===== config.mk =====
export PLATFORM = sky130hd
export DESIGN_NAME = seg_data_mem_dump_flat
export DESIGN_NICKNAME = d
export VERILOG_FILES = /design/src/rtl/seg_data_mem_dump_pkg.sv /design/src/rtl/seg_data_mem_dump_if.sv /design/src/rtl/seg_data_mem_dump_word_byte_serializer.sv /design/src/rtl/seg_data_mem_dump.sv /design/src/flat_wrapper.sv
export SDC_FILE = /design/constraint.sdc
export NUM_CORES = 1
export LEC_CHECK = 0
export CORE_ASPECT_RATIO = 1.4
export CORE_UTILIZATION = 55
export DETAILED_ROUTE_END_ITERATION = 12
export GPL_ROUTABILITY_DRIVEN = 0
export HOLD_SLACK_MARGIN = 0.12
export PLACE_DENSITY_LB_ADDON = 0.3
export SETUP_SLACK_MARGIN = 0.3
export SYNTH_ARGS = -nofsm -noshare
export SYNTH_HDL_FRONTEND = slang
export SYNTH_HIERARCHICAL = 1
export SYNTH_SLANG_ARGS = --single-unit

===== constraint.sdc =====
create_clock -name i_clk -period 4.3 [get_ports i_clk]
set_clock_uncertainty 0.1 [all_clocks]
set_input_delay 0.43 -clock i_clk [delete_from_list [all_inputs] [get_ports i_clk]]
set_output_delay 0.43 -clock i_clk [all_outputs]
set_load 0.01 [all_outputs]

===== src/rtl/seg_data_mem_dump_pkg.sv =====
// rtl/seg_data_mem_dump_pkg.sv - shared constants and state encoding for the data-memory dump
package seg_data_mem_dump_pkg;

    localparam int LEN            = 32;
    localparam int NB_BYTE        = 8;
    localparam int BYTES_PER_WORD = LEN / NB_BYTE;

    // Read latency of the data memory debug port; the memory instance uses the same values.
    localparam int LOW_LATENCY    = 1;
    localparam int HIGH_LATENCY   = 2;

    typedef enum logic [2:0] {
        IDLE    = 3'd0,
        READ    = 3'd1,
        WAIT_RD = 3'd2,
        SEND    = 3'd3,
        WAIT_TX = 3'd4,
        DONE    = 3'd5
    } dump_state_t;

endpackage


===== src/rtl/seg_data_mem_dump_if.sv =====
// rtl/seg_data_mem_dump_if.sv - memory read port, byte transmitter and control signals of the dump block
interface seg_data_mem_dump_if #(
    parameter int LEN          = 32,
    parameter int NB_BYTE      = 8,
    parameter int NB_DATA_ADDR = 5
);
    logic                    i_start;
    logic [LEN-1:0]          i_mem_data;
    logic [NB_DATA_ADDR-1:0] o_mem_addr;
    logic                    o_mem_rd_en;
    logic [NB_BYTE-1:0]      o_tx_data;
    logic                    o_tx_start;
    logic                    i_tx_done;
    logic                    o_busy;
    logic                    o_done;

    // The dump block drives the memory address and the transmitter.
    modport master (
        input  i_start, i_mem_data, i_tx_done,
        output o_mem_addr, o_mem_rd_en, o_tx_data, o_tx_start, o_busy, o_done
    );

    // Memory, transmitter and debug controller around the dump block.
    modport slave (
        output i_start, i_mem_data, i_tx_done,
        input  o_mem_addr, o_mem_rd_en, o_tx_data, o_tx_start, o_busy, o_done
    );
endinterface


===== src/rtl/seg_data_mem_dump_word_byte_serializer.sv =====
// rtl/seg_data_mem_dump_word_byte_serializer.sv - splits one captured word into MSB-first transmit bytes
module seg_data_mem_dump_word_byte_serializer
    import seg_data_mem_dump_pkg::*;
#(
    parameter int LEN     = 32,
    parameter int NB_BYTE = 8
) (
    input  logic               i_clk,
    input  logic               i_rst,
    input  logic               i_load,
    input  logic [LEN-1:0]     i_word,
    input  logic               i_wait_tx,
    input  logic               i_tx_done,
    output logic               o_tx_start,
    output logic [NB_BYTE-1:0] o_tx_data,
    output logic               o_byte_done,
    output logic               o_word_done
);
    localparam int WORD_BYTES = LEN / NB_BYTE;
    localparam int NB_IDX     = (WORD_BYTES > 1) ? $clog2(WORD_BYTES) : 1;

    logic [LEN-1:0]    word_q;
    logic [NB_IDX-1:0] idx_q;
    logic [LEN-1:0]    word_src;
    logic [NB_IDX-1:0] idx_src;
    logic              ack;
    logic              step;

    // A transmitter acknowledge only counts while waiting for it.
    assign ack         = i_wait_tx & i_tx_done;
    assign o_byte_done = ack & (idx_q != '0);
    assign o_word_done = ack & (idx_q == '0);
    assign step        = i_load | o_byte_done;

    // Word and index feeding the next SEND: a fresh word starts at its top byte.
    always_comb begin
        word_src = word_q;
        idx_src  = idx_q - 1'b1;
        if (i_load) begin
            word_src = i_word;
            idx_src  = NB_IDX'(WORD_BYTES - 1);
        end
    end

    // Word register and byte index advance on capture and on each intermediate acknowledge.
    always_ff @(posedge i_clk or negedge i_rst) begin
        if (!i_rst) begin
            word_q <= '0;
            idx_q  <= '0;
        end else if (step) begin
            word_q <= word_src;
            idx_q  <= idx_src;
        end
    end

    // Registered strobe and byte; the byte holds until the next SEND.
    always_ff @(posedge i_clk or negedge i_rst) begin
        if (!i_rst) begin
            o_tx_start <= 1'b0;
            o_tx_data  <= '0;
        end else begin
            o_tx_start <= step;
            if (step) begin
                o_tx_data <= word_src[idx_src*NB_BYTE +: NB_BYTE];
            end
        end
    end

endmodule


===== src/rtl/seg_data_mem_dump.sv =====
// rtl/seg_data_mem_dump.sv - walks data memory and streams every word to the byte transmitter
module seg_data_mem_dump #(
    parameter int LEN            = seg_data_mem_dump_pkg::LEN,
    parameter int NB_BYTE        = seg_data_mem_dump_pkg::NB_BYTE,
    parameter int RAM_DEPTH_DATA = 21,
    parameter int NB_DATA_ADDR   = 5,
    parameter int READ_LATENCY   = seg_data_mem_dump_pkg::LOW_LATENCY
) (
    input  logic                i_clk,
    input  logic                i_rst,
    seg_data_mem_dump_if.master bus
);
    import seg_data_mem_dump_pkg::*;

    dump_state_t             state_q;
    dump_state_t             state_d;
    logic [NB_DATA_ADDR-1:0] addr_q;
    logic [1:0]              lat_q;
    logic                    rd_en_q;
    logic                    done_q;
    logic                    load;
    logic                    byte_done;
    logic                    word_done;
    logic                    last_word;

    assign load      = (state_q == WAIT_RD) && (lat_q == 2'd0);
    assign last_word = (addr_q == NB_DATA_ADDR'(RAM_DEPTH_DATA - 1));

    assign bus.o_mem_addr  = addr_q;
    assign bus.o_mem_rd_en = rd_en_q;
    assign bus.o_done      = done_q;
    assign bus.o_busy      = (state_q != IDLE);

    seg_data_mem_dump_word_byte_serializer #(
        .LEN     (LEN),
        .NB_BYTE (NB_BYTE)
    ) u_serializer (
        .i_clk       (i_clk),
        .i_rst       (i_rst),
        .i_load      (load),
        .i_word      (bus.i_mem_data),
        .i_wait_tx   (state_q == WAIT_TX),
        .i_tx_done   (bus.i_tx_done),
        .o_tx_start  (bus.o_tx_start),
        .o_tx_data   (bus.o_tx_data),
        .o_byte_done (byte_done),
        .o_word_done (word_done)
    );

    // State register.
    always_ff @(posedge i_clk or negedge i_rst) begin
        if (!i_rst) begin
            state_q <= IDLE;
        end else begin
            state_q <= state_d;
        end
    end

    // Next-state: read cycle, latency wait, byte handshake, stop after the last word.
    always_comb begin
        state_d = state_q;
        case (state_q)
            IDLE:    if (bus.i_start) state_d = READ;
            READ:    state_d = WAIT_RD;
            WAIT_RD: if (lat_q == 2'd0) state_d = SEND;
            SEND:    state_d = WAIT_TX;
            WAIT_TX: begin
                if (byte_done) begin
                    state_d = SEND;
                end else if (word_done) begin
                    state_d = last_word ? DONE : READ;
                end
            end
            DONE:    state_d = IDLE;
            default: state_d = IDLE;
        endcase
    end

    // Word address and memory latency counter.
    always_ff @(posedge i_clk or negedge i_rst) begin
        if (!i_rst) begin
            addr_q <= '0;
            lat_q  <= 2'd0;
        end else begin
            if ((state_q == IDLE) && bus.i_start) begin
                addr_q <= '0;
            end else if (word_done && !last_word) begin
                addr_q <= addr_q + 1'b1;
            end
            if (state_q == READ) begin
                lat_q <= 2'(READ_LATENCY - 1);
            end else if ((state_q == WAIT_RD) && (lat_q != 2'd0)) begin
                lat_q <= lat_q - 2'd1;
            end
        end
    end

    // Registered read strobe and completion pulse, high exactly while in READ / DONE.
    always_ff @(posedge i_clk or negedge i_rst) begin
        if (!i_rst) begin
            rd_en_q <= 1'b0;
            done_q  <= 1'b0;
        end else begin
            rd_en_q <= (state_d == READ);
            done_q  <= (state_d == DONE);
        end
    end

endmodule


===== src/flat_wrapper.sv =====
// flat-port wrapper written by rule: the top's interface ports become plain ports
module seg_data_mem_dump_flat import seg_data_mem_dump_pkg::*;
#(
    parameter int LEN            = seg_data_mem_dump_pkg::LEN,
    parameter int NB_BYTE        = seg_data_mem_dump_pkg::NB_BYTE,
    parameter int RAM_DEPTH_DATA = 21,
    parameter int NB_DATA_ADDR   = 5,
    parameter int READ_LATENCY   = seg_data_mem_dump_pkg::LOW_LATENCY
)
  (i_clk, i_rst, bus_i_start, bus_i_mem_data, bus_i_tx_done, bus_o_mem_addr, bus_o_mem_rd_en, bus_o_tx_data, bus_o_tx_start, bus_o_busy, bus_o_done);
  seg_data_mem_dump_if #(.LEN(LEN), .NB_BYTE(NB_BYTE), .NB_DATA_ADDR(NB_DATA_ADDR)) bus_i ();
  input  logic i_clk;
  input  logic i_rst;
  input wire logic [$bits(bus_i.i_start)-1:0] bus_i_start;
  input wire logic [$bits(bus_i.i_mem_data)-1:0] bus_i_mem_data;
  input wire logic [$bits(bus_i.i_tx_done)-1:0] bus_i_tx_done;
  output wire logic [$bits(bus_i.o_mem_addr)-1:0] bus_o_mem_addr;
  output wire logic [$bits(bus_i.o_mem_rd_en)-1:0] bus_o_mem_rd_en;
  output wire logic [$bits(bus_i.o_tx_data)-1:0] bus_o_tx_data;
  output wire logic [$bits(bus_i.o_tx_start)-1:0] bus_o_tx_start;
  output wire logic [$bits(bus_i.o_busy)-1:0] bus_o_busy;
  output wire logic [$bits(bus_i.o_done)-1:0] bus_o_done;
  assign bus_i.i_start = bus_i_start;
  assign bus_i.i_mem_data = bus_i_mem_data;
  assign bus_i.i_tx_done = bus_i_tx_done;
  assign bus_o_mem_addr = bus_i.o_mem_addr;
  assign bus_o_mem_rd_en = bus_i.o_mem_rd_en;
  assign bus_o_tx_data = bus_i.o_tx_data;
  assign bus_o_tx_start = bus_i.o_tx_start;
  assign bus_o_busy = bus_i.o_busy;
  assign bus_o_done = bus_i.o_done;
  seg_data_mem_dump #(.LEN(LEN), .NB_BYTE(NB_BYTE), .RAM_DEPTH_DATA(RAM_DEPTH_DATA), .NB_DATA_ADDR(NB_DATA_ADDR), .READ_LATENCY(READ_LATENCY)) u_core (.i_clk(i_clk), .i_rst(i_rst), .bus(bus_i));
endmodule

== Word-level counts from Yosys, hierarchy flattened ==
Index checks and enable logic that the tools add are counted.

* Add/subtract/negate cells: 3
* Equal/unequal tests: 7
* Shift-type cells: 1
* Bitwise logic cells: 4
* Mux-type cells: 12
* Reductions and logical operators: 13

{| class="wikitable"
|+ Operators by type and width
! cell !! count
|-
| $mux 32 || 1
|-
| $shiftx 32x6->8 || 1
|-
| $mux 3 || 5
|-
| $pmux 3 s5 || 1
|-
| $mux 5 || 2
|-
| $reduce_bool 2->1 || 4
|-
| $eq 3x1->1 const B || 2
|-
| $eq 3x2->1 const B || 2
|-
| $eq 3x3->1 const B || 2
|-
| $mux 2 || 3
|-
| $add 5x1->5 const B || 1
|-
| $eq 5x5->1 const B || 1
|-
| $logic_and 1x1->1 || 4
|-
| $logic_not 2->1 || 2
|-
| $sub 2x1->2 const B || 2
|-
| $and 1x1->1 || 3
|-
| $logic_not 3->1 || 1
|-
| $reduce_bool 3->1 || 1
|-
| $logic_not 1->1 || 1
|-
| $or 1x1->1 || 1
|}

* Register bits after elaboration: 55
* Logic and storage cells: 49
* Input port bits: 36
* Output and inout port bits: 17

== Depth between registers and ports, before layout ==
Gate-level depths: netlist (run 1).

* Depth after elaboration: 7
* Mapped depth: 9
* Depth with buffers taken out: 7

== Modules after synthesis ==
Netlist (run 1), hierarchy kept.

{| class="wikitable"
|+ By module, submodules not included
! module !! cells each !! sequential area each (um^2) !! area each (um^2) !! times used
|-
| seg_data_mem_dump_word_byte_serializer || 138 || 1076.0 || 1945.6 || 1
|-
| seg_data_mem_dump || 68 || 300.3 || 680.7 || 1
|}

== Worst setup path after synthesis (run 1) ==
Ideal clock, no wire load.

* Path kind: register to register
* Start point: register u_core.state_q[1]
* End point: register u_core.rd_en_q (netlist: u_core/bus.o_mem_rd_en)
* Data required time: 4100 ps
* Clock period less this slack: 1954 ps
* Path buffers: 1
* Setup time: 100 ps
* Slack: 2346 ps
* Stages on the path, launching flop included: 9
* Arrival time: 1753 ps
* Path through: dfrtp_1 > buf_6 > or3b_1 > inv_1 > nand3b_1 > clkinv_1 > nor2_1 > o32a_2 > nor4bb_1

* Elaborated cells between the ends (all ways): 14
* Classes of those cells: 5 x eq/ne; 5 x mux; 3 x bitwise; 1 x reduce/logical

{| class="wikitable"
|+ RTL lines
! what !! line !! RTL
|-
| start, declared || seg_data_mem_dump.sv:15 || <nowiki>dump_state_t state_q;</nowiki>
|-
| start signal, assigned || seg_data_mem_dump.sv:55 || <nowiki>state_q <= state_d;</nowiki>
|-
| $eq 3x3->1 || seg_data_mem_dump.sv:42 || <nowiki>.i_wait_tx (state_q == WAIT_TX),</nowiki>
|-
| $and 1x1->1 || seg_data_mem_dump_word_byte_serializer.sv:30 || <nowiki>assign ack = i_wait_tx & i_tx_done;</nowiki>
|-
| $and 1x1->1 || seg_data_mem_dump_word_byte_serializer.sv:31 || <nowiki>assign o_byte_done = ack & (idx_q != '0);</nowiki>
|-
| named net u_core.byte_done || seg_data_mem_dump.sv:22 || <nowiki>logic byte_done;</nowiki>
|-
| $mux 3 || seg_data_mem_dump.sv:68 || <nowiki>if (byte_done) begin</nowiki>
|-
| $pmux 3 s5 || seg_data_mem_dump.sv:62 || <nowiki>case (state_q)</nowiki>
|-
| $eq 3x1->1 || seg_data_mem_dump.sv:104 || <nowiki>rd_en_q <= (state_d == READ);</nowiki>
|-
| end signal, assigned || seg_data_mem_dump.sv:104 ||
|-
| end, declared || seg_data_mem_dump.sv:19 || <nowiki>logic rd_en_q;</nowiki>
|}

The timed path passes the listed nets, and every way through them passes these cells.
A chain may end at the register's enable or synchronous reset.

== Worst setup path after layout (run 1) ==
* Start point: register u_core.lat_q[0]
* End point: register u_core.u_serializer.o_tx_data[7]

* Word-level cells in the longest chain between the ends: 4
* Elaborated cells between the ends (all ways): 6
* Classes of those cells: 1 x shift; 2 x mux; 1 x bitwise; 2 x reduce/logical

{| class="wikitable"
|+ Ends and longest elaborated chain
! what !! line !! RTL
|-
| start, declared || seg_data_mem_dump.sv:18 || <nowiki>logic [1:0] lat_q;</nowiki>
|-
| start signal, assigned || seg_data_mem_dump.sv:91 || <nowiki>lat_q <= 2'(READ_LATENCY - 1);</nowiki>
|-
| start signal, assigned || seg_data_mem_dump.sv:93 || <nowiki>lat_q <= lat_q - 2'd1;</nowiki>
|-
| $logic_not 2->1 (*) || seg_data_mem_dump.sv:26 || <nowiki>assign load = (state_q == WAIT_RD) && (lat_q == 2'd0);</nowiki>
|-
| $logic_and 1x1->1 (*) || seg_data_mem_dump.sv:26 ||
|-
| named net u_core.load || seg_data_mem_dump.sv:21 || <nowiki>logic load;</nowiki>
|-
| $mux 32 or $mux 2 (tied branches) || seg_data_mem_dump_word_byte_serializer.sv:39 || <nowiki>if (i_load) begin</nowiki>
|-
| $shiftx 32x6->8 || seg_data_mem_dump_word_byte_serializer.sv:64 || <nowiki>o_tx_data <= word_src[idx_src*NB_BYTE +: NB_BYTE];</nowiki>
|-
| end signal, assigned || seg_data_mem_dump_word_byte_serializer.sv:64 ||
|-
| end, declared || seg_data_mem_dump_word_byte_serializer.sv:15 || <nowiki>output logic [NB_BYTE-1:0] o_tx_data,</nowiki>
|}

The timed path passes the listed nets; every way through them passes the cells marked *.

==> results of run 1 <==
[cell type report]
cell class	count	area, µm²
fill	340	1295
multi-input combinational	127	1119
inverter	13	48.80
clock buffer	6	82.58
timing repair buffer	55	538.0
sequential	55	1376
clock inverter	2	35.03
tap	62	77.57
[final timing paths]
path	start	endpoint	slack (ps)	cells after the start
max	u_core/lat_q[0]	u_core/u_serializer/o_tx_data[7]	1940	6
min	i_rst	u_core/bus.o_mem_addr[4]	150	2
max reg2reg	u_core/lat_q[0]	u_core/u_serializer/o_tx_data[7]	1940	6
min reg2reg	u_core/u_serializer/idx_q[1]	u_core/u_serializer/idx_q[1]	410	1
max in group asynchronous	i_rst	u_core/state_q[0]	3510	2
min in group i_clk	u_core/u_serializer/idx_q[1]	u_core/u_serializer/idx_q[1]	410	1
[power breakdown]
group          internal (mW)  total [mW]  leakage (nW)  switching (mW)
clock                  0.188       0.344        0.0612           0.156
sequential             0.743       0.876         0.661           0.133
combinational          0.534       0.917         0.687           0.382
[through the flow]
step | hold slack [ps] | instance area (µm²) | cells
finish | 145.5 | 3277 | 320
global route | 183.0 | 3277 | 320
CTS | 171.7 | 3277 | 320
detailed placement | 390.6 | 3159 | 312
global placement | 370.4 | 3159 | 312
floorplan | 34.41 | 2626 | 206
[cells in the final DEF, fill, tap and decap left out, types with 3 or more instances in the layout]
cell,netlist,layout
o21ai_0,3,3
a21oi_1,12,12
buf_4,1,3
mux2i_1,5,5
inv_1,12,12
clkbuf_8,0,6
nand2_1,5,5
clkdlybuf4s50_1,0,51
nor2_1,5,5
a222oi_1,6,6
mux2_2,42,42
nor2b_1,3,3
mux2_4,4,4
nor3_1,6,6
o2bb2ai_1,3,3
dfrtp_1,55,55
ha_1,4,4
[state kept, by name, summed over array words and instances, names as in the netlist]
name and count:
u_core/bus.o_done 1, u_core/u_serializer/o_tx_data 8, u_core/u_serializer/word_q 32, u_core/lat_q 2, u_core/state_q 3, u_core/bus.o_mem_rd_en 1, u_core/u_serializer/o_tx_start 1, u_core/bus.o_mem_addr 5
u_core/u_serializer/idx_q 2
[kinds of logic (layout without fill, tap and decap cells)]
group	Yosys count	after routing	share of synthesized area
adder cells (fa/ha/maj)	4	4	0.01906
AND/OR/NAND/NOR	38	38	0.08719
AO/OA/AOI/OAI	32	32	0.09052
multiplexers	51	51	0.2220
buffers and inverters	24	76	0.05050
XOR/XNOR	2	2	0.006671
flip-flops	55	55	0.5241
[metal layers]
| layer | routed length, µm | share of wire |
|---|---|---|
| met1 | 1981 | 0.41 |
| met2 | 2718 | 0.56 |
| met3 | 122 | 0.025 |
| met4 | 65 | 0.013 |
| met5 | 0 | 0 |
==> impl_results.md, run 1 <==
- Fin crit share: 0.5494
- Biggest area consumer among synthesized cells: dfrtp_1
- Power per cell area: roughly 650 nW/µm²
- Place WS: 1990 ps
- Hold violation count in the final report: 0
- Crit-path leading delay family: simple AND/OR/NAND/NOR gates
- Hold Path Class: in -> async
- WL final: 4888 µm
- Mapped cell area: approximately 2600 µm²
- Clock Path Buffers: 2
- DRT iter0 DRCs: 93
- Ys Warns: 6
- Routed Antenna Nets: 0
- Initial antenna violation count: 0
- Setup CP Type: reg -> reg
- Drt drc: 0
- First-pass GRT wire length: approximately 8400 µm
- Root buf cell: clkbuf_8
- Critical path fanouts, max: 26
- Final Max Tran Viols: 0
- Unrepaired setup endpoints after global routing: false
- HPWL Detailed: around 3500 µm
- Post-synthesis sequential element count: 55
- CP peak stage delay: 560 ps
- Die extent in y: ~84 µm
- Count leader, synth: dfrtp_1
- Post-layout net count: 297
- IR Drop Worst-Case VDD: 358.4 µV
- Layout cells sized above 1: 0.2442
- CTS H-tree depth: 2
- Met2 track demand over resource: 0.3616
- CTS Buf Count: 5
- Final min period: 2362 ps
- Slowest cell on crit path: nor2b_1
- Final TNS setup: 0 ps
- Most used flip-flop cell after synthesis: dfrtp_1
- Synth async-reset ratio: 1.000
- WP data required: between 4000 and 5000 ps
- Initial Utilization: 0.5744
- GR Util met3: 0.03876
- Synth area leaders: dfrtp_1 (52%), mux2_2 (18%), a21oi_1 (2.3%), a222oi_1 (2.3%), mux2_4 (2.3%)
- Post-synthesis sequential area ratio: 0.5241
- Post-synthesis cell count: 206
- Buffers & Inverters on Critical Path: 1
- Average size of a mapped cell: between 10 and 15 µm²
- LEAKAGE: about 1.4 nW
- Yosys cell types: 42
- Vias per cell: 5.616
- Die area: roughly 5100 µm²
- CTS clk-pin slew, worst paths: about 90 ps
- # resized after CTS: 0
- CTS tree: done
- Status: complete, no violations
- Peak Freq: 423.3 MHz
- Row count: 29
- Core ar.: 4572 µm²
- Grt peak-use layer: met2
- Crit path arrival time: 2450 ps
- Post-CTS Setup Inserts: 0
- Number of enable flip-flop cells after synthesis: 0
- Crit start category: register
- Setup WS post-layout: 1938 ps
- I/O Buffers: 52
- Total number of vias: 1797
- Avg WL per Cell: between 15 and 20 µm
- Clock Latency Late Sink: 300 ps
- Met1 usage: 0.2880
- Crit-path cells: inv_1, ha_1, and3b_2, nor2b_1, a221oi_1, mux2_2
- Worst setup EP type: register
- DRT Pass-1 Iters: 5
- Max-cap viol count: 0
- Largest net degree at the start of global routing: 56
- Die W: between 60 and 70 µm
- Total GRT Usage: 0.2180
- Clock Sink Count: 55
- Total grt overflow: 0
- Number of global-route vias before repair: approximately 1900
- Slew margin rel.: 0.5508
- Synth top cells by count: dfrtp_1 (55), mux2_2 (42), a21oi_1 (12), inv_1 (12)
- Worst-Margin Slew: between 600 and 700 ps
- Overall power after layout: roughly 2.1 mW
- Setup violators final: 0
- Area growth from synthesis to layout: 24.77%
- Share of the synthesized area in the top cell type: 0.5241
- Number of antenna diodes: 0
- Synth Net Count: 246
- Top-Level Pins: 53
- Core Util, Final: 0.7167
- Hold-fix buffers at CTS: 0
Note: power is estimated with default switching activity, not from simulation.
==> inputs of run 2 (changes only) <==
--- a/config.mk
+++ b/config.mk
@@ -6,7 +6,7 @@
 export NUM_CORES = 1
 export LEC_CHECK = 0
 export CORE_ASPECT_RATIO = 1.4
-export CORE_UTILIZATION = 55
+export CORE_UTILIZATION = 46
 export DETAILED_ROUTE_END_ITERATION = 12
 export GPL_ROUTABILITY_DRIVEN = 0
 export HOLD_SLACK_MARGIN = 0.12
==> constraint.sdc (replaced) <==
create_clock -name i_clk -period 2.1 [get_ports i_clk]
set_clock_uncertainty 0.1 [all_clocks]
set_input_delay 0.21 -clock i_clk [delete_from_list [all_inputs] [get_ports i_clk]]
set_output_delay 0.21 -clock i_clk [all_outputs]
set_load 0.01 [all_outputs]
==> impl_results.md, run 2 (synthesis gave the netlist of run 1 again) <==
- Status: complete, no violations (unchanged)
- Most frequent cells in the layout: dfrtp_1 (54), clkdlybuf4s50_1 (50), mux2_2 (40) (was dfrtp_1 (55), clkdlybuf4s50_1 (51), mux2_2 (42))
- Clock Latency Late Sink: 310 ps (was 300 ps)
- Post-layout net count: 331 (was 297)
- Worst r2r dst: u_core/bus.o_done (was u_core/u_serializer/o_tx_data[7])
- Initial antenna violation count: 0 (unchanged)
- P_int: 3.204 mW (was 1.465 mW)
- Total number of vias: 1955 (was 1797)
- FF-to-FF Start: u_core/state_q[0] (was u_core/lat_q[0])
- Row count: 32 (was 29)
- # fillers: 453 (was 340)
- Die area: 6020 µm² (was 5059 µm²)
- CTS Buf Count: 5 (unchanged)
- Core Util, Final: 0.6572 (was 0.7167)
- Clk network pwr share: 0.121 (was 0.161)
- Critical path fanouts, max: 5 (was 26)
- WP data required: 2230 ps (was 4390 ps)
- I/O Buffers: 52 (unchanged)
- Worst-Margin Slew: 652.7 ps (was 673.8 ps)
- CTS clk-pin slew, worst paths: 100 ps (was 90 ps)
- CTS H-tree depth: 2 (unchanged)
- Number of antenna diodes: 0 (unchanged)
- Die extent in y: 91.41 µm (was 83.76 µm)
- WL final: 5593 µm (was 4888 µm)
- Overall power after layout: 4.753 mW (was 2.137 mW)
- Drt drc: 0 (unchanged)
- Total grt overflow: 0 (unchanged)
- First-pass GRT wire length: 9087 µm (was 8390 µm)
- IR Drop Worst-Case VDD: 823.6 µV (was 358.4 µV)
- Routed Antenna Nets: 0 (unchanged)
- Setup CP Type: reg -> reg (unchanged)
- Layout cells sized above 1: 0.3767 (was 0.2442)
- Peak Freq: 537.3 MHz (was 423.3 MHz)
- Worst Hold Slack: 347.8 ps (was 145.5 ps)
- Reg with most FFs: u_core/u_serializer/word_q (unchanged)
- Core ar.: 5525 µm² (was 4572 µm²)
- Met3 WL: 172 µm (was 122 µm)
- LEAKAGE: 1.612 nW (was 1.409 nW)
- Setup WS post-layout: 238.8 ps (was 1938 ps)
- Number of global-route vias before repair: 1915 (was 1853)
- Worst setup EP type: register (unchanged)
- Top-Level Pins: 53 (unchanged)
- Avg WL per Cell: 15.54 µm (was 15.28 µm)
- DRT iter0 DRCs: 115 (was 93)
- FF-to-FF path depth: 7 (was 6)
- Unrepaired setup endpoints after global routing: true (was false)
- DRT Pass-1 Iters: 5 (unchanged)
- Cell area after layout: 3631 µm² (was 3277 µm²)
- Clock Path Buffers: 2 (unchanged)
- Place WS: 81.58 ps (was 1990 ps)
- CP peak stage delay: 410 ps (was 560 ps)
- HPWL Detailed: 3789 µm (was 3469 µm)
- Area growth from synthesis to layout: 38.26% (was 24.77%)
- Sw Share: 0.3258 (was 0.3143)
- Hold Path Class: in -> async (unchanged)
- Crit start category: register (unchanged)
- Combinational power share: 0.507 (was 0.429)
- CTS tree: done (unchanged)
- Final TNS setup: 0 ps (unchanged)
- DP Cell Count: 327 (was 312)
- Fin crit share: 0.8863 (was 0.5494)
- Clock Sink Count: 55 (unchanged)
- Die W: 65.86 µm (was 60.40 µm)
- Met2 WL: 3028 µm (was 2718 µm)
- Max-cap viol count: 0 (unchanged)
- Most common cell after layout, fill and taps aside: dfrtp_1 (unchanged)
- Hold violation count in the final report: 0 (unchanged)
- Root buf cell: clkbuf_8 (unchanged)
- Power per cell area: 1309 nW/µm² (was 652.1 nW/µm²)
- Vias per cell: 5.431 (was 5.616)
- Slowest cell on crit path: dfrtp_1 (was nor2b_1)
- Placed cell areas: 3274 µm² (was 3159 µm²)
- Setup violators final: 0 (unchanged)
- Total GRT Usage: 0.1988 (was 0.2180)
- Final Non-Filler Cells: 360 (was 320)
- Final min period: 1861 ps (was 2362 ps)
- R2R Setup Slk: 240 ps (was 1940 ps)
- Initial Utilization: 0.4753 (was 0.5744)
- Top Layer Used: met4 (unchanged)
- Sequential share of power: 0.372 (was 0.410)
- Crit path arrival time: 1990 ps (was 2450 ps)
- Flip-flop count of the largest register after layout: 32 (unchanged)
- Slew margin rel.: 0.5648 (was 0.5508)
- Crit-path cells: or3b_4, inv_2, and3_4, nor2_2, o32a_4, buf_6, a211oi_2 (was inv_1, ha_1, and3b_2, nor2b_1, a221oi_1, mux2_2)
- Met1 Wirelength: 2314 µm (was 1981 µm)
- Final Max Tran Viols: 0 (unchanged)
- Largest net degree at the start of global routing: 33 (was 56)
- Switching power: 1.549 mW (was 0.6715 mW)
[run 2: how the worst max path moves through the flow]
| stage | end | cells past startpoint | slack [ps] | start |
|---|---|---|---|---|
| 2_1_floorplan | u_core/bus.o_mem_rd_en | 8 | 200 | u_core/state_q[0] |
| 3_3_place_gp | u_core/bus.o_mem_rd_en | 7 | 130 | u_core/state_q[2] |
| 3_5_place_dp | u_core/u_serializer/o_tx_data[7] | 7 | 80 | u_core/lat_q[0] |
| 4_1_cts | u_core/u_serializer/o_tx_data[0] | 6 | 230 | u_core/state_q[2] |
| 5_1_grt | u_core/u_serializer/o_tx_data[0] | 6 | 140 | u_core/state_q[2] |
| 6_report | u_core/bus.o_done | 7 | 240 | u_core/state_q[0] |
[run 2: worst max-delay path, delay by kind of cell (launching register included)]
kind | cells | cell delay, ps
AND/OR/NAND/NOR | 3 | 680
buffers and inverters | 2 | 200
flip-flops | 1 | 410
AO/OA/AOI/OAI | 2 | 390
[run 2: layout make-up]
class | count | area [µm²] | share of cell area
Clock inverter | 2 | 12.51 | 0.003446
Multi-Input combinational cell | 127 | 1192 | 0.3284
Timing Repair Buffer | 89 | 840.8 | 0.2316
Clock buffer | 6 | 72.57 | 0.01999
Tap cell | 68 | 85.08 | 0.02343
Sequential cell | 55 | 1378 | 0.3794
Inverter | 13 | 50.05 | 0.01378
[run 2: repair_timing]
action | 4_1_cts | 5_1_grt
setup endpoints to repair | 40 | 41
endpoints found under the hold margin | 26 | 0
pin swaps | 11 | 11
cloned | 0 | 0
hold buffers | 1 | 0
buffers inserted | 18 | 6
resized for setup | 11 | 13
[run 2: metal layers]
metal	track usage	vias up
li1	-	924
met5	0	-
met4	0.08514	0
met1	0.2465	981
met3	0.03141	5
met2	0.3333	45
[run 2: power groups by stage]
stage | clock (mW) | combinational (mW) | sequential, mW
6_report | 0.573 | 2.41 | 1.77
3_3_place_gp | 0 | 2.07 | 1.78
4_1_cts | 0.593 | 2.25 | 1.77
2_1_floorplan | 0 | 1.50 | 1.75
5_1_grt | 0.635 | 2.58 | 1.82
3_5_place_dp | 0 | 2.12 | 1.80
==> inputs of run 3 (changes only) <==
--- a/config.mk
+++ b/config.mk
@@ -6,7 +6,7 @@
 export NUM_CORES = 1
 export LEC_CHECK = 0
 export CORE_ASPECT_RATIO = 1.4
-export CORE_UTILIZATION = 46
+export CORE_UTILIZATION = 55
 export DETAILED_ROUTE_END_ITERATION = 12
 export GPL_ROUTABILITY_DRIVEN = 0
 export HOLD_SLACK_MARGIN = 0.12
==> constraint.sdc (replaced) <==
create_clock -name i_clk -period 2.25 [get_ports i_clk]
set_clock_uncertainty 0.1 [all_clocks]
set_input_delay 0.225 -clock i_clk [delete_from_list [all_inputs] [get_ports i_clk]]
set_output_delay 0.225 -clock i_clk [all_outputs]
set_load 0.01 [all_outputs]
==> impl_results.md, run 3 (synthesis gave the netlist of run 1 again) <==
- Status: complete, no violations (unchanged)
- R2R Setup Slk: 320 ps (was 240 ps)
- I/O Buffers: 52 (unchanged)
- Total grt overflow: 0 (unchanged)
- Final Non-Filler Cells: 336 (was 360)
- Unrepaired setup endpoints after global routing: false (was true)
- HPWL Detailed: 3613 µm (was 3789 µm)
- Reg with most FFs: u_core/u_serializer/word_q (unchanged)
- Hold violation count in the final report: 0 (unchanged)
- Largest net degree at the start of global routing: 31 (was 33)
- Top-Level Pins: 53 (unchanged)
- LEAKAGE: 1.499 nW (was 1.612 nW)
- Sw Share: 0.3155 (was 0.3258)
- Hold Path Class: in -> async (unchanged)
- DRT iter0 DRCs: 110 (was 115)
- Die W: 60.40 µm (was 65.86 µm)
- Critical path fanouts, max: 6 (was 5)
- Avg WL per Cell: 15.89 µm (was 15.54 µm)
- Most frequent cells in the layout: dfrtp_1 (53), clkdlybuf4s50_1 (50), mux2_2 (42) (was dfrtp_1 (54), clkdlybuf4s50_1 (50), mux2_2 (40))
- Worst Setup SP: u_core/state_q[1] (was u_core/state_q[0])
- Setup CP Type: reg -> reg (unchanged)
- Drt drc: 0 (unchanged)
- Final min period: 1926 ps (was 1861 ps)
- Crit start category: register (unchanged)
- Total GRT Usage: 0.2174 (was 0.1988)
- Die area: 5059 µm² (was 6020 µm²)
- Initial antenna violation count: 0 (unchanged)
- Vias per cell: 5.601 (was 5.431)
- Clock Latency Late Sink: 300 ps (was 310 ps)
- Peak Freq: 519.2 MHz (was 537.3 MHz)
- Most common cell after layout, fill and taps aside: dfrtp_1 (unchanged)
- CTS clk-pin slew, worst paths: 90 ps (was 100 ps)
- Flip-flop count of the largest register after layout: 32 (unchanged)
- Worst r2r dst: u_core/bus.o_done (unchanged)
- DRT Pass-1 Iters: 6 (was 5)
- Row count: 29 (was 32)
- First-pass GRT wire length: 8252 µm (was 9087 µm)
- WP data required: 2370 ps (was 2230 ps)
- Root buf cell: clkbuf_8 (unchanged)
- Place WS: 187.0 ps (was 81.58 ps)
- Fin crit share: 0.8560 (was 0.8863)
- P_int: 2.963 mW (was 3.204 mW)
- CTS tree: done (unchanged)
- Max-cap viol count: 0 (unchanged)
- Number of antenna diodes: 0 (unchanged)
- FF-to-FF Start: u_core/state_q[1] (was u_core/state_q[0])
- Clock Path Buffers: 2 (unchanged)
- Routed Antenna Nets: 0 (unchanged)
- Setup WS post-layout: 323.9 ps (was 238.8 ps)
- DP Cell Count: 320 (was 327)
- IR Drop Worst-Case VDD: 811.9 µV (was 823.6 µV)
- Final TNS setup: 0 ps (unchanged)
- Worst setup EP type: register (unchanged)
- Switching power: 1.366 mW (was 1.549 mW)
- Setup violators final: 0 (unchanged)
- Number of global-route vias before repair: 1829 (was 1915)
- Layout cells sized above 1: 0.3285 (was 0.3767)
- Area growth from synthesis to layout: 32.11% (was 38.26%)
- Slew margin rel.: 0.6165 (was 0.5648)
- Final Max Tran Viols: 0 (unchanged)
- Initial Utilization: 0.5744 (was 0.4753)
- Worst-Margin Slew: 575.3 ps (was 652.7 ps)
- WL final: 5339 µm (was 5593 µm)
- Post-layout net count: 314 (was 331)
- Total number of vias: 1882 (was 1955)
- CTS Buf Count: 5 (unchanged)
- Combinational power share: 0.476 (was 0.507)
- Power per cell area: 1248 nW/µm² (was 1309 nW/µm²)
- CTS H-tree depth: 2 (unchanged)
- Die extent in y: 83.76 µm (was 91.41 µm)
- Clk network pwr share: 0.145 (was 0.121)
- Crit path arrival time: 2050 ps (was 1990 ps)
- FF-to-FF path depth: 8 (was 7)
- Core ar.: 4572 µm² (was 5525 µm²)
- Sequential share of power: 0.380 (was 0.372)
- Clock Sink Count: 55 (unchanged)
==> run 3: cell types whose count changed in the layout (fill, tap and decap cells not counted), moves of 2 or more <==
cell	change
mux2_4	-2
mux2_2	+2
buf_4	-13
buf_6	-5
==> run 3: how the worst max path moves through the flow <==
| stage | end | slack (ps) | cells past startpoint |
|---|---|---|---|
| 2_1_floorplan | u_core/bus.o_mem_addr[3] | 310 | 7 |
| 3_3_place_gp | u_core/bus.o_mem_addr[2] | 240 | 6 |
| 3_5_place_dp | u_core/bus.o_mem_rd_en | 190 | 6 |
| 4_1_cts | u_core/u_serializer/o_tx_data[7] | 310 | 7 |
| 5_1_grt | u_core/bus.o_mem_rd_en | 230 | 7 |
| 6_report | u_core/bus.o_done | 320 | 8 |
==> run 3: what timing repair did <==
action | 4_1_cts | 5_1_grt
hold buffers | 1 | 0
pin swaps | 0 | 6
gates resized for setup | 5 | 16
hold endpoints to repair | 25 | 0
setup endpoints to repair | 6 | 11
buffers inserted | 3 | 5
==> run 3: layout make-up <==
type	instances	area, µm²
Fill cell	324	1102
Timing Repair Buffer	72	696.9
Sequential cell	55	1379
Multi-Input combinational cell	127	1164
Inverter	13	50.05
Clock inverter	1	30.03
Tap cell	62	77.57
Clock buffer	6	72.57
==> run 3: power by group through the flow <==
stage	clock network (mW)	registers (mW)	logic, mW
floorplan	0	1.63	1.33
global placement	0	1.66	1.83
detailed placement	0	1.67	1.88
CTS	0.636	1.65	1.92
global route	0.680	1.69	2.22
finish	0.626	1.64	2.06
==> run 3: per-stage QoR <==
step,hold slack (ps),cell area [µm²],power (mW),util
2_1_floorplan,-170.6,2628,2.960,-
3_3_place_gp,164.2,3233,3.491,0.7072
3_5_place_dp,159.5,3233,3.549,0.7072
4_1_cts,364.2,3373,4.200,0.7378
5_1_grt,421.6,3470,4.591,0.7589
6_report,338.0,3470,4.329,0.7589
==> run 3: layer usage <==
layer	wire length (µm)	vias up	track usage
met4	61	0	0.06765
li1	-	884	-
met5	0	-	0
met2	2895	50	0.3596
met1	2188	943	0.2844
met3	195	5	0.03566
==> run 3: critical path, cell delays in order, from the launching register on <==
cell,delay [ps]
dfrtp_2,450
or3b_4,400
inv_2,80
nand3b_1,150
clkinv_2,120
nor2_2,40
o32a_4,200
buf_4,150
a211oi_2,150
